File: src/rtl/vga_frame_reader_pkg.sv
// Shared constants and types for the VGA display-side frame reader.
// Visible raster size, default source image size, luma weights and the RGB565 pixel layout.
package vga_pkg;

  localparam int H_VISIBLE     = 640;
  localparam int V_VISIBLE     = 480;
  localparam int IMG_W_DEFAULT = 320;
  localparam int IMG_H_DEFAULT = 240;

  localparam int LUMA_R = 77;
  localparam int LUMA_G = 150;
  localparam int LUMA_B = 29;

  typedef struct packed {
    logic [4:0] r;
    logic [5:0] g;
    logic [4:0] b;
  } rgb565_t;

endpackage

File: src/rtl/vga_frame_reader_if.sv
// Frame-buffer read port between the display reader (master) and the banked buffer (slave).
interface vga_frame_reader_if #(
  parameter int ADDR_W = 17
);

  logic              rd_en;
  logic [ADDR_W-1:0] rd_addr;
  logic              rd_bank;
  logic [15:0]       rd_data;

  modport master (output rd_en, output rd_addr, output rd_bank, input rd_data);
  modport slave  (input rd_en, input rd_addr, input rd_bank, output rd_data);

endinterface

File: src/rtl/vga_frame_reader_rgb565_to_gray.sv
// Combinational RGB565 to 8-bit luma: channels are widened to 8 bits by bit replication, then weighted.
module rgb565_to_gray
  import vga_pkg::*;
(
  input  rgb565_t    pix,
  output logic [7:0] luma
);

  logic [7:0]  r8;
  logic [7:0]  g8;
  logic [7:0]  b8;
  logic [15:0] sum;

  always_comb begin
    r8   = {pix.r, pix.r[4:2]};
    g8   = {pix.g, pix.g[5:4]};
    b8   = {pix.b, pix.b[4:2]};
    // Weights add up to 256, so the 16-bit sum cannot overflow.
    sum  = 16'(LUMA_R) * {8'd0, r8} + 16'(LUMA_G) * {8'd0, g8} + 16'(LUMA_B) * {8'd0, b8};
    luma = 8'(sum >> 8);
  end

endmodule

File: src/rtl/vga_frame_reader.sv
// Two-stage pixel-strobe pipeline that fetches QVGA RGB565 pixels from a double-banked buffer,
// optionally upscales/greys them and drives RGB444 with syncs and DE delayed to match.
module vga_frame_reader
  import vga_pkg::*;
#(
  parameter int IMG_W  = IMG_W_DEFAULT,
  parameter int IMG_H  = IMG_H_DEFAULT,
  parameter int ADDR_W = 17
) (
  input  logic                clk,
  input  logic                reset,
  input  logic                pclk,
  input  logic [9:0]          x_pixel,
  input  logic [9:0]          y_pixel,
  input  logic                DE,
  input  logic                h_sync,
  input  logic                v_sync,
  input  logic                zoom,
  input  logic                gray,
  input  logic                frame_wr_done,
  vga_frame_reader_if.master  fb,
  output logic [3:0]          vga_r,
  output logic [3:0]          vga_g,
  output logic [3:0]          vga_b,
  output logic                vga_hs,
  output logic                vga_vs,
  output logic                vga_de,
  output logic                frame_start
);

  logic              rd_en_q,        rd_en_d;
  logic [ADDR_W-1:0] rd_addr_q,      rd_addr_d;
  logic              rd_bank_q,      rd_bank_d;
  logic              swap_pending_q, swap_pending_d;
  logic              zoom_sh_q,      zoom_sh_d;
  logic              gray_sh_q,      gray_sh_d;
  logic              frame_start_q,  frame_start_d;
  logic              s1_in_img_q,    s1_in_img_d;
  logic              s1_de_q,        s1_de_d;
  logic              s1_hs_q,        s1_hs_d;
  logic              s1_vs_q,        s1_vs_d;
  logic              hold_vld_q,     hold_vld_d;
  rgb565_t           hold_q,         hold_d;
  logic [3:0]        vga_r_q,        vga_r_d;
  logic [3:0]        vga_g_q,        vga_g_d;
  logic [3:0]        vga_b_q,        vga_b_d;
  logic              vga_hs_q,       vga_hs_d;
  logic              vga_vs_q,       vga_vs_d;
  logic              vga_de_q,       vga_de_d;

  logic              swap_pt;
  logic              in_img;
  logic [ADDR_W-1:0] row;
  logic [ADDR_W-1:0] col;
  logic [ADDR_W-1:0] addr;
  logic [7:0]        luma;

  rgb565_to_gray u_gray (
    .pix  (hold_q),
    .luma (luma)
  );

  always_comb begin
    swap_pt = pclk && (x_pixel == 10'd0) && (y_pixel == 10'(V_VISIBLE));
    in_img  = zoom_sh_q ? DE
                        : (DE && (x_pixel < 10'(IMG_W)) && (y_pixel < 10'(IMG_H)));
    row     = zoom_sh_q ? ADDR_W'(y_pixel[9:1]) : ADDR_W'(y_pixel);
    col     = zoom_sh_q ? ADDR_W'(x_pixel[9:1]) : ADDR_W'(x_pixel);
    addr    = row * ADDR_W'(IMG_W) + col;
  end

  always_comb begin
    rd_en_d        = pclk && in_img;
    rd_addr_d      = rd_addr_q;
    rd_bank_d      = rd_bank_q;
    swap_pending_d = swap_pending_q | frame_wr_done;
    zoom_sh_d      = zoom_sh_q;
    gray_sh_d      = gray_sh_q;
    frame_start_d  = swap_pt;
    hold_vld_d     = rd_en_q;
    hold_d         = hold_q;
    s1_in_img_d    = s1_in_img_q;
    s1_de_d        = s1_de_q;
    s1_hs_d        = s1_hs_q;
    s1_vs_d        = s1_vs_q;
    vga_r_d        = vga_r_q;
    vga_g_d        = vga_g_q;
    vga_b_d        = vga_b_q;
    vga_hs_d       = vga_hs_q;
    vga_vs_d       = vga_vs_q;
    vga_de_d       = vga_de_q;

    if (pclk && in_img) begin
      rd_addr_d = addr;
    end

    // Read data arrives one clk after rd_en; park it until the next strobe consumes it.
    if (hold_vld_q) begin
      hold_d = fb.rd_data;
    end

    // Modes and the displayed bank only change at the start of vertical blank.
    if (swap_pt) begin
      zoom_sh_d      = zoom;
      gray_sh_d      = gray;
      swap_pending_d = 1'b0;
      if (swap_pending_q || frame_wr_done) begin
        rd_bank_d = ~rd_bank_q;
      end
    end

    if (pclk) begin
      s1_in_img_d = in_img;
      s1_de_d     = DE;
      s1_hs_d     = h_sync;
      s1_vs_d     = v_sync;
      vga_de_d    = s1_de_q;
      vga_hs_d    = s1_hs_q;
      vga_vs_d    = s1_vs_q;
      vga_r_d     = 4'd0;
      vga_g_d     = 4'd0;
      vga_b_d     = 4'd0;
      if (s1_in_img_q) begin
        if (gray_sh_q) begin
          vga_r_d = luma[7:4];
          vga_g_d = luma[7:4];
          vga_b_d = luma[7:4];
        end else begin
          vga_r_d = hold_q.r[4:1];
          vga_g_d = hold_q.g[5:2];
          vga_b_d = hold_q.b[4:1];
        end
      end
    end
  end

  always_ff @(posedge clk) begin
    if (!reset) begin
      rd_en_q        <= 1'b0;
      rd_addr_q      <= '0;
      rd_bank_q      <= 1'b0;
      swap_pending_q <= 1'b0;
      zoom_sh_q      <= 1'b0;
      gray_sh_q      <= 1'b0;
      frame_start_q  <= 1'b0;
      hold_vld_q     <= 1'b0;
      hold_q         <= '0;
      s1_in_img_q    <= 1'b0;
      s1_de_q        <= 1'b0;
      s1_hs_q        <= 1'b1;
      s1_vs_q        <= 1'b1;
      vga_r_q        <= 4'd0;
      vga_g_q        <= 4'd0;
      vga_b_q        <= 4'd0;
      vga_hs_q       <= 1'b1;
      vga_vs_q       <= 1'b1;
      vga_de_q       <= 1'b0;
    end else begin
      rd_en_q        <= rd_en_d;
      rd_addr_q      <= rd_addr_d;
      rd_bank_q      <= rd_bank_d;
      swap_pending_q <= swap_pending_d;
      zoom_sh_q      <= zoom_sh_d;
      gray_sh_q      <= gray_sh_d;
      frame_start_q  <= frame_start_d;
      hold_vld_q     <= hold_vld_d;
      hold_q         <= hold_d;
      s1_in_img_q    <= s1_in_img_d;
      s1_de_q        <= s1_de_d;
      s1_hs_q        <= s1_hs_d;
      s1_vs_q        <= s1_vs_d;
      vga_r_q        <= vga_r_d;
      vga_g_q        <= vga_g_d;
      vga_b_q        <= vga_b_d;
      vga_hs_q       <= vga_hs_d;
      vga_vs_q       <= vga_vs_d;
      vga_de_q       <= vga_de_d;
    end
  end

  assign fb.rd_en     = rd_en_q;
  assign fb.rd_addr   = rd_addr_q;
  assign fb.rd_bank   = rd_bank_q;
  assign vga_r        = vga_r_q;
  assign vga_g        = vga_g_q;
  assign vga_b        = vga_b_q;
  assign vga_hs       = vga_hs_q;
  assign vga_vs       = vga_vs_q;
  assign vga_de       = vga_de_q;
  assign frame_start  = frame_start_q;

endmodule
File: src/flat_wrapper.sv
// flat-port wrapper written by rule: the top's interface ports become plain ports
module vga_frame_reader_flat import vga_pkg::*;
#(
  parameter int IMG_W  = IMG_W_DEFAULT,
  parameter int IMG_H  = IMG_H_DEFAULT,
  parameter int ADDR_W = 17
)
  (clk, reset, pclk, x_pixel, y_pixel, DE, h_sync, v_sync, zoom, gray, frame_wr_done, vga_r, vga_g, vga_b, vga_hs, vga_vs, vga_de, frame_start, fb_rd_en, fb_rd_addr, fb_rd_bank, fb_rd_data);
  vga_frame_reader_if #(.ADDR_W(ADDR_W)) fb_i ();
  input  logic clk;
  input  logic reset;
  input  logic pclk;
  input  logic [9:0] x_pixel;
  input  logic [9:0] y_pixel;
  input  logic DE;
  input  logic h_sync;
  input  logic v_sync;
  input  logic zoom;
  input  logic gray;
  input  logic frame_wr_done;
  output logic [3:0] vga_r;
  output logic [3:0] vga_g;
  output logic [3:0] vga_b;
  output logic vga_hs;
  output logic vga_vs;
  output logic vga_de;
  output logic frame_start;
  output wire logic [$bits(fb_i.rd_en)-1:0] fb_rd_en;
  output wire logic [$bits(fb_i.rd_addr)-1:0] fb_rd_addr;
  output wire logic [$bits(fb_i.rd_bank)-1:0] fb_rd_bank;
  input wire logic [$bits(fb_i.rd_data)-1:0] fb_rd_data;
  assign fb_rd_en = fb_i.rd_en;
  assign fb_rd_addr = fb_i.rd_addr;
  assign fb_rd_bank = fb_i.rd_bank;
  assign fb_i.rd_data = fb_rd_data;
  vga_frame_reader #(.IMG_W(IMG_W), .IMG_H(IMG_H), .ADDR_W(ADDR_W)) u_core (.clk(clk), .reset(reset), .pclk(pclk), .x_pixel(x_pixel), .y_pixel(y_pixel), .DE(DE), .h_sync(h_sync), .v_sync(v_sync), .zoom(zoom), .gray(gray), .frame_wr_done(frame_wr_done), .fb(fb_i), .vga_r(vga_r), .vga_g(vga_g), .vga_b(vga_b), .vga_hs(vga_hs), .vga_vs(vga_vs), .vga_de(vga_de), .frame_start(frame_start));
endmodule
File: config.mk
export PLATFORM = sky130hd
export DESIGN_NAME = vga_frame_reader_flat
export DESIGN_NICKNAME = d
export VERILOG_FILES = /design/src/rtl/vga_frame_reader_pkg.sv /design/src/rtl/vga_frame_reader_if.sv /design/src/rtl/vga_frame_reader_rgb565_to_gray.sv /design/src/rtl/vga_frame_reader.sv /design/src/flat_wrapper.sv
export SDC_FILE = /design/constraint.sdc
export NUM_CORES = 1
export LEC_CHECK = 0
export ABC_AREA = 1
export ABC_CLOCK_PERIOD_IN_PS = 5300
export CORE_UTILIZATION = 52
export CTS_CLUSTER_SIZE = 40
export DETAILED_ROUTE_END_ITERATION = 12
export PLACE_DENSITY = 0.83
export SLEW_MARGIN = 40
export SYNTH_ARGS = -nofsm -noshare
export SYNTH_HDL_FRONTEND = slang
export SYNTH_SLANG_ARGS = --single-unit
File: constraint.sdc
create_clock -name clk -period 5.3 [get_ports clk]
set_clock_uncertainty 0.05 [all_clocks]
set_input_delay 1.06 -clock clk [delete_from_list [all_inputs] [get_ports clk]]
set_output_delay 1.06 -clock clk [all_outputs]
set_load 0.1 [all_outputs]
Yosys cells after proc, flatten, opt, wreduce, memory -nomap -nowiden:

Index checks and enable logic that the tools add are counted.

* bits of input ports: 45
* word-level logic and storage cells: 52
* register bits after elaboration: 59
* output and inout bits: 35

* multiplexer cells: 9
* equality and inequality tests: 1
* bitwise gates (word level): 3
* $add $sub $neg: 3
* reductions and logical operators: 9
* multiply operators: 4
* $lt $le $gt $ge: 2

Operator list (count)
* multiplier 7 x 8 -> 15 bit (first input constant): 2
* 2-to-1 mux 4 bit: 6
* 2-to-1 mux 10 bit: 2
* adder 17 bit: 1
* multiplier 17 x 3 -> 11 bit (second input constant): 1
* adder 15 x 16 -> 16 bit: 1
* adder 16 x 13 -> 16 bit: 1
* multiplier 5 x 8 -> 13 bit (first input constant): 1
* == test 10 x 9 -> 1 bit (second input constant): 1
* zero test 10 bit: 1
* less-than comparator 10 x 8 -> 1 bit (second input constant): 1
* less-than comparator 10 x 9 -> 1 bit (second input constant): 1
* logical AND 1 bit: 5
* NOT 1 bit: 2
* AND reduction 2 bit: 1
* OR reduction 2 bit: 1
* logical OR 1 bit: 1
* 2-to-1 mux 1 bit: 1
* OR 1 bit: 1

Depth between registers and ports, before layout:

* depth in word-level cells: 5
* mapped depth: 29
* gate-level depth less buffers: 29

By module:

Synthesis repeated with hierarchy kept, for this count alone.

* cells, all modules: 884
* area, all modules: 6636.4 µm²

Modules (own cells, without submodules)
* rgb565_to_gray: cells an instance 420, area each 3372.0 µm², sequential area each 0.0 µm², instances 1
* vga_frame_reader: cells an instance 464, area each 3264.4 µm², sequential area each 1181.1 µm², instances 1

Worst setup path before layout:

No wires, ideal clock.

* kind: register -> register
* start: register u_core.hold_q[9] (netlist name)
* end: register u_core.vga_g_q[1], in the netlist u_core.vga_g[1]
* library setup time: 0.115 ns
* arrival time: 5.679 ns
* setup slack: -0.544 ns
* stages on the path, launching flop included: 28
* cells stage by stage: dfxtp_1 -> ha_1 -> ha_1 -> inv_1 -> fa_1 -> fa_1 -> inv_1 -> ha_1 -> nand2_1 -> nand2_1 -> a31oi_1 -> xnor2_1 -> ha_1 -> fa_1 -> inv_1 -> fa_1 -> fa_1 -> inv_1 -> ha_1 -> nand2_1 -> inv_1 -> nand2_1 -> a21oi_1 -> nor3_1 -> a21o_1 -> nand3_1 -> nand2_1 -> nand2_1

* longest elaborated chain between the ends: 5

RTL lines
* start, declared: line vga_frame_reader.sv:43 `rgb565_t hold_q, hold_d;`
* start signal, assigned: line vga_frame_reader.sv:167 `hold_q <= hold_d;`
* multiplier 7 x 8 -> 15 bit: line vga_frame_reader_rgb565_to_gray.sv:19 `sum = 16'(LUMA_R) * {8'd0, r8} + 16'(LUMA_G) * {8'd0, g8} + 16'(LUMA_B) * {8'd0, b8};`
* adder 15 x 16 -> 16 bit: line vga_frame_reader_rgb565_to_gray.sv:19
* adder 16 x 13 -> 16 bit: line vga_frame_reader_rgb565_to_gray.sv:19
* 2-to-1 mux 4 bit: line vga_frame_reader.sv:124 `if (gray_sh_q) begin`
* 2-to-1 mux 4 bit: line vga_frame_reader.sv:123 `if (s1_in_img_q) begin`
* end signal, assigned: line vga_frame_reader.sv:173 `vga_g_q <= vga_g_d;`
* end, declared: line vga_frame_reader.sv:45 `logic [3:0] vga_g_q, vga_g_d;`

Every way passes these cells.
A chain may end at the register's enable or synchronous reset.

Final worst setup path:

* start: register u_core.hold_q[9] (netlist name)
* end: register u_core.vga_b_q[3], in the netlist u_core.vga_b[3]

* longest elaborated chain between the ends: 5

RTL lines
* multiplier 7 x 8 -> 15 bit: line vga_frame_reader_rgb565_to_gray.sv:19
* adder 15 x 16 -> 16 bit: line vga_frame_reader_rgb565_to_gray.sv:19
* adder 16 x 13 -> 16 bit: line vga_frame_reader_rgb565_to_gray.sv:19
* 2-to-1 mux 4 bit: line vga_frame_reader.sv:124
* 2-to-1 mux 4 bit: line vga_frame_reader.sv:123
* end signal, assigned: line vga_frame_reader.sv:174 `vga_b_q <= vga_b_d;`
* end, declared: line vga_frame_reader.sv:46 `logic [3:0] vga_b_q, vga_b_d;`

Every way passes these cells.

==> results.cfg <==
[drt]
ant_nets = 0
drt-vias-per-instance = 5.21
wl_mm = 15.8
drcViolationCount = 0
detail_route.first_pass.iterations = 5
post_drt_wl_per_cell_um = 14.2
num_vias = 5796
drt_first_iter_violations = 260
wirelength_met1_mm = 6.57
sum_of_met2_wire_segment_lengths_after_detailed_routing_mm = 8.01
dr_wl_met3_um = 732
route.top_layer_used = met4

[cts]
buffers_from_clock_root_to_sink_at_most = 2
cts.clk_slew.worst_paths_ns = 0.06
clock-root-buffer = sky130_fd_sc_hd__clkbuf_16
cts_buffers = 9
cts_tree = yes
clkLatencyLatePin_ns = 0.33
cts.htree.levels = 3
clock_sink_count = 59
cts.hold.buffers_added = 0

[finish]
antenna_cell_count = 0
layout-area-overhead-vs-synth_pct = 23.2
layout_commonest_cell = sky130_fd_sc_hd__nand2_1
nNetsFinal = 1164
drive_above_1_share_pct = 14.6
most-common-layout-cells = sky130_fd_sc_hd__nand2_1, sky130_fd_sc_hd__inv_1, sky130_fd_sc_hd__ha_1

[timing]
layout_worst_path_cycle_share_pct = 106
count_of_final_hold_check_violations = 0
final_period_minus_worst_setup_slack_ns = 5.63
timing.slew.headroom_pct = 53.0
total_count_of_max_transition_violations_in_the_final_report = 0
setup_viol = 12
fin_ws_ns = -0.332
max_freq_ghz = 0.178
worstMarginPinSlew_ns = 0.700
grt_setup_unrepaired = true

[yosys]
yosysWarnings = 0
synth_compound_gate_area_share_pct = 9.38
synth.distinct_cells = 33
simple_gate_area_share_of_the_yosys_netlist_pct = 20.4
synthesis.area_sq_um = 6390
synth.mux.area_fraction_pct = 0
post_synth_fa_ha_maj_area_fraction_pct = 37.8
synth_fp_nets = 1059
syn-instance-count = 855
post_synth_xor_area_fraction_pct = 2.06
synth_top_family_by_area = adder cells
synth_sequential_area_ratio_pct = 18.5
synth.ff_latch_count = 59
post_synth.cell_area_avg_sq_um = 7.47

[die]
die-height_um = 113
floorplan_die_area_sq_um = 12700
io_pins = 80
initial_core_util_pct = 53.2
floorplan.die.width_um = 113
core-area_sq_um = 12000
std_cell_rows = 40

[placed_design]
detailed_place_hpwl_mm = 12.7
number_of_port_buffers = 79
gpl.final_weighted_congestion = 0.913
placement_setup_slack_ns = -0.312

[grt]
maximum_number_of_pins_on_one_net_before_global_route_repair = 42
groute.usage.overall_pct = 25.6
via_count_of_the_first_global_routing_pass = 5616
overflow = 0
first_pass_grt_wire_length_mm = 25.5
antenna_found_initial = 0

[worst_hold_path]
worstHoldStart = u_core.fb.rd_en
holdCritPathClass = flip-flop to flip-flop

[critical_path]
cp-start-kind = flip-flop
crit_required_ns = 5.48
critPathLaunch = u_core.hold_q[9]
cell_with_the_biggest_individual_delay_on_the_critical_path = sky130_fd_sc_hd__fa_1
critical_path_peak_fanout = 5
setup.worst_path.class = flip-flop to flip-flop
timing.reg2reg.setup_slack_ns = -0.33
endpoint_kind = flip-flop
regToRegStartpoint = u_core.hold_q[9]
timing.critical_path.slowest_cell_delay_ns = 0.51
crit_arrival_ns = 5.81

[flow_run]
max_cap_viol_count = 0

[run_status]
result_of_the_run = finished, violations left
violations = setup timing

[pwr]
vdd.ir_drop.worst_mv = 0.162
fin_total_pwr_mw = 1.27
power.static_leakage_nw = 4.31
pwr_density_cell_nw_per_um2 = 161
## worst paths after layout
kind | end | depth (start not counted)
max | u_core.vga_b[3] | 29
min | u_core.hold_vld_q | 2
max reg2reg | u_core.vga_b[3] | 29
min reg2reg | u_core.hold_vld_q | 2
## critical path: cells and delay by family (launching register included)
kind | cells | cell delay, ns
AND/OR/NAND/NOR | 10 | 0.65
XOR/XNOR | 1 | 0.16
flip-flops | 1 | 0.35
adder cells (fa/ha/maj) | 10 | 3.69
AO/OA/AOI/OAI | 2 | 0.30
buffers and inverters | 6 | 0.29
## registers in the layout, indices dropped and copies added, names as in the netlist
| register | flops |
|---|---|
| u_core.fb.rd_addr | 17 |
| u_core.hold_q | 16 |
| u_core.vga_b | 4 |
| u_core.vga_g | 4 |
| u_core.vga_r | 4 |
| u_core.fb.rd_bank | 1 |
| u_core.fb.rd_en | 1 |
| u_core.frame_start | 1 |
| u_core.gray_sh_q | 1 |
| u_core.hold_vld_q | 1 |
| u_core.s1_de_q | 1 |
| u_core.s1_hs_q | 1 |
| u_core.s1_in_img_q | 1 |
| u_core.s1_vs_q | 1 |
| u_core.swap_pending_q | 1 |
| u_core.vga_de | 1 |
| u_core.vga_hs | 1 |
| u_core.vga_vs | 1 |
| u_core.zoom_sh_q | 1 |
## per-layer routing
layer	vias to the layer above	track usage, %
met3	35	4.61
met5	-	0
met2	158	45.8
met4	0	10.3
li1	2920	-
met1	2683	30.4
## metrics by stage
step	area (sq um)	instances	util, %	hold slack, ns	setup TNS, ns
3_5_place_dp	7500	1092	62.4	0.386	-3.15
3_3_place_gp	7670	1092	63.9	0.387	-1.69
6_report	7870	1112	65.5	0.393	-3.53
5_1_grt	7870	1112	65.5	0.408	-6.02
2_1_floorplan	6580	855	-	0.378	-0.443
4_1_cts	7820	1110	65.1	0.395	-2.94
## final cells by class
type	count	area [sq um]
Inverter	177	667
Multi-Input combinational cell	602	4680
Timing Repair Buffer	111	856
Clock inverter	4	22.5
Clock buffer	12	268
Fill cell	986	4140
Sequential cell	59	1190
Tap cell	147	184
## power by group
group	internal [mW]	total [mW]	switching, mW
sequential	0.449	0.453	0.00377
combinational	0.0979	0.249	0.151
clock	0.355	0.568	0.213
total	0.902	1.27	0.368
## cell usage after synthesis
cell type                    n  area [sq um]
sky130_fd_sc_hd__or2_2       2          12.5
sky130_fd_sc_hd__nor4_1      3          18.8
sky130_fd_sc_hd__clkinv_1    1          3.75
sky130_fd_sc_hd__nand4_1     9          56.3
sky130_fd_sc_hd__inv_4       1          6.26
sky130_fd_sc_hd__nand3b_1    2          15.0
sky130_fd_sc_hd__o22ai_1     2          12.5
sky130_fd_sc_hd__nor3_1      7          35.0
sky130_fd_sc_hd__buf_6       3          33.8
sky130_fd_sc_hd__inv_2       1          3.75
sky130_fd_sc_hd__buf_4       1          7.51
sky130_fd_sc_hd__a21oi_1    50           250
sky130_fd_sc_hd__buf_2       1          5.00
sky130_fd_sc_hd__fa_1       57          1140
sky130_fd_sc_hd__o21ai_1     8          40.0
sky130_fd_sc_hd__nand2_2     2          12.5
sky130_fd_sc_hd__a211oi_1    1          7.51
sky130_fd_sc_hd__a31oi_1     8          50.1
sky130_fd_sc_hd__nand3_1    39           195
sky130_fd_sc_hd__dfxtp_1    59          1180
sky130_fd_sc_hd__ha_1      102          1280
sky130_fd_sc_hd__o21ai_0    37           185
sky130_fd_sc_hd__xor2_1      8          70.1
sky130_fd_sc_hd__xnor2_1     7          61.3
sky130_fd_sc_hd__a221oi_1    1          8.76
sky130_fd_sc_hd__nor2_1     53           199
sky130_fd_sc_hd__nor3b_2     1          12.5
sky130_fd_sc_hd__a21o_1      4          30.0
sky130_fd_sc_hd__nor2_2      2          12.5
sky130_fd_sc_hd__nand2_1   195           732
sky130_fd_sc_hd__clkbuf_1   12          45.0
sky130_fd_sc_hd__o21bai_1    2          15.0
sky130_fd_sc_hd__inv_1     174           653
## logic make-up (layout without fill, tap and decap cells)
group | count (synthesis) | count (layout)
simple gates | 315 | 315
xor+xnor | 15 | 15
compound gates | 113 | 113
buf+inv | 194 | 304
fa+ha+maj | 159 | 159
flops | 59 | 59
## timing repair
item,CTS,global route
resized for setup,6,10
buffers inserted,2,2
pin swaps,9,4
endpoints found under the setup margin,12,12
Note: power is estimated with default switching activity, not from simulation.
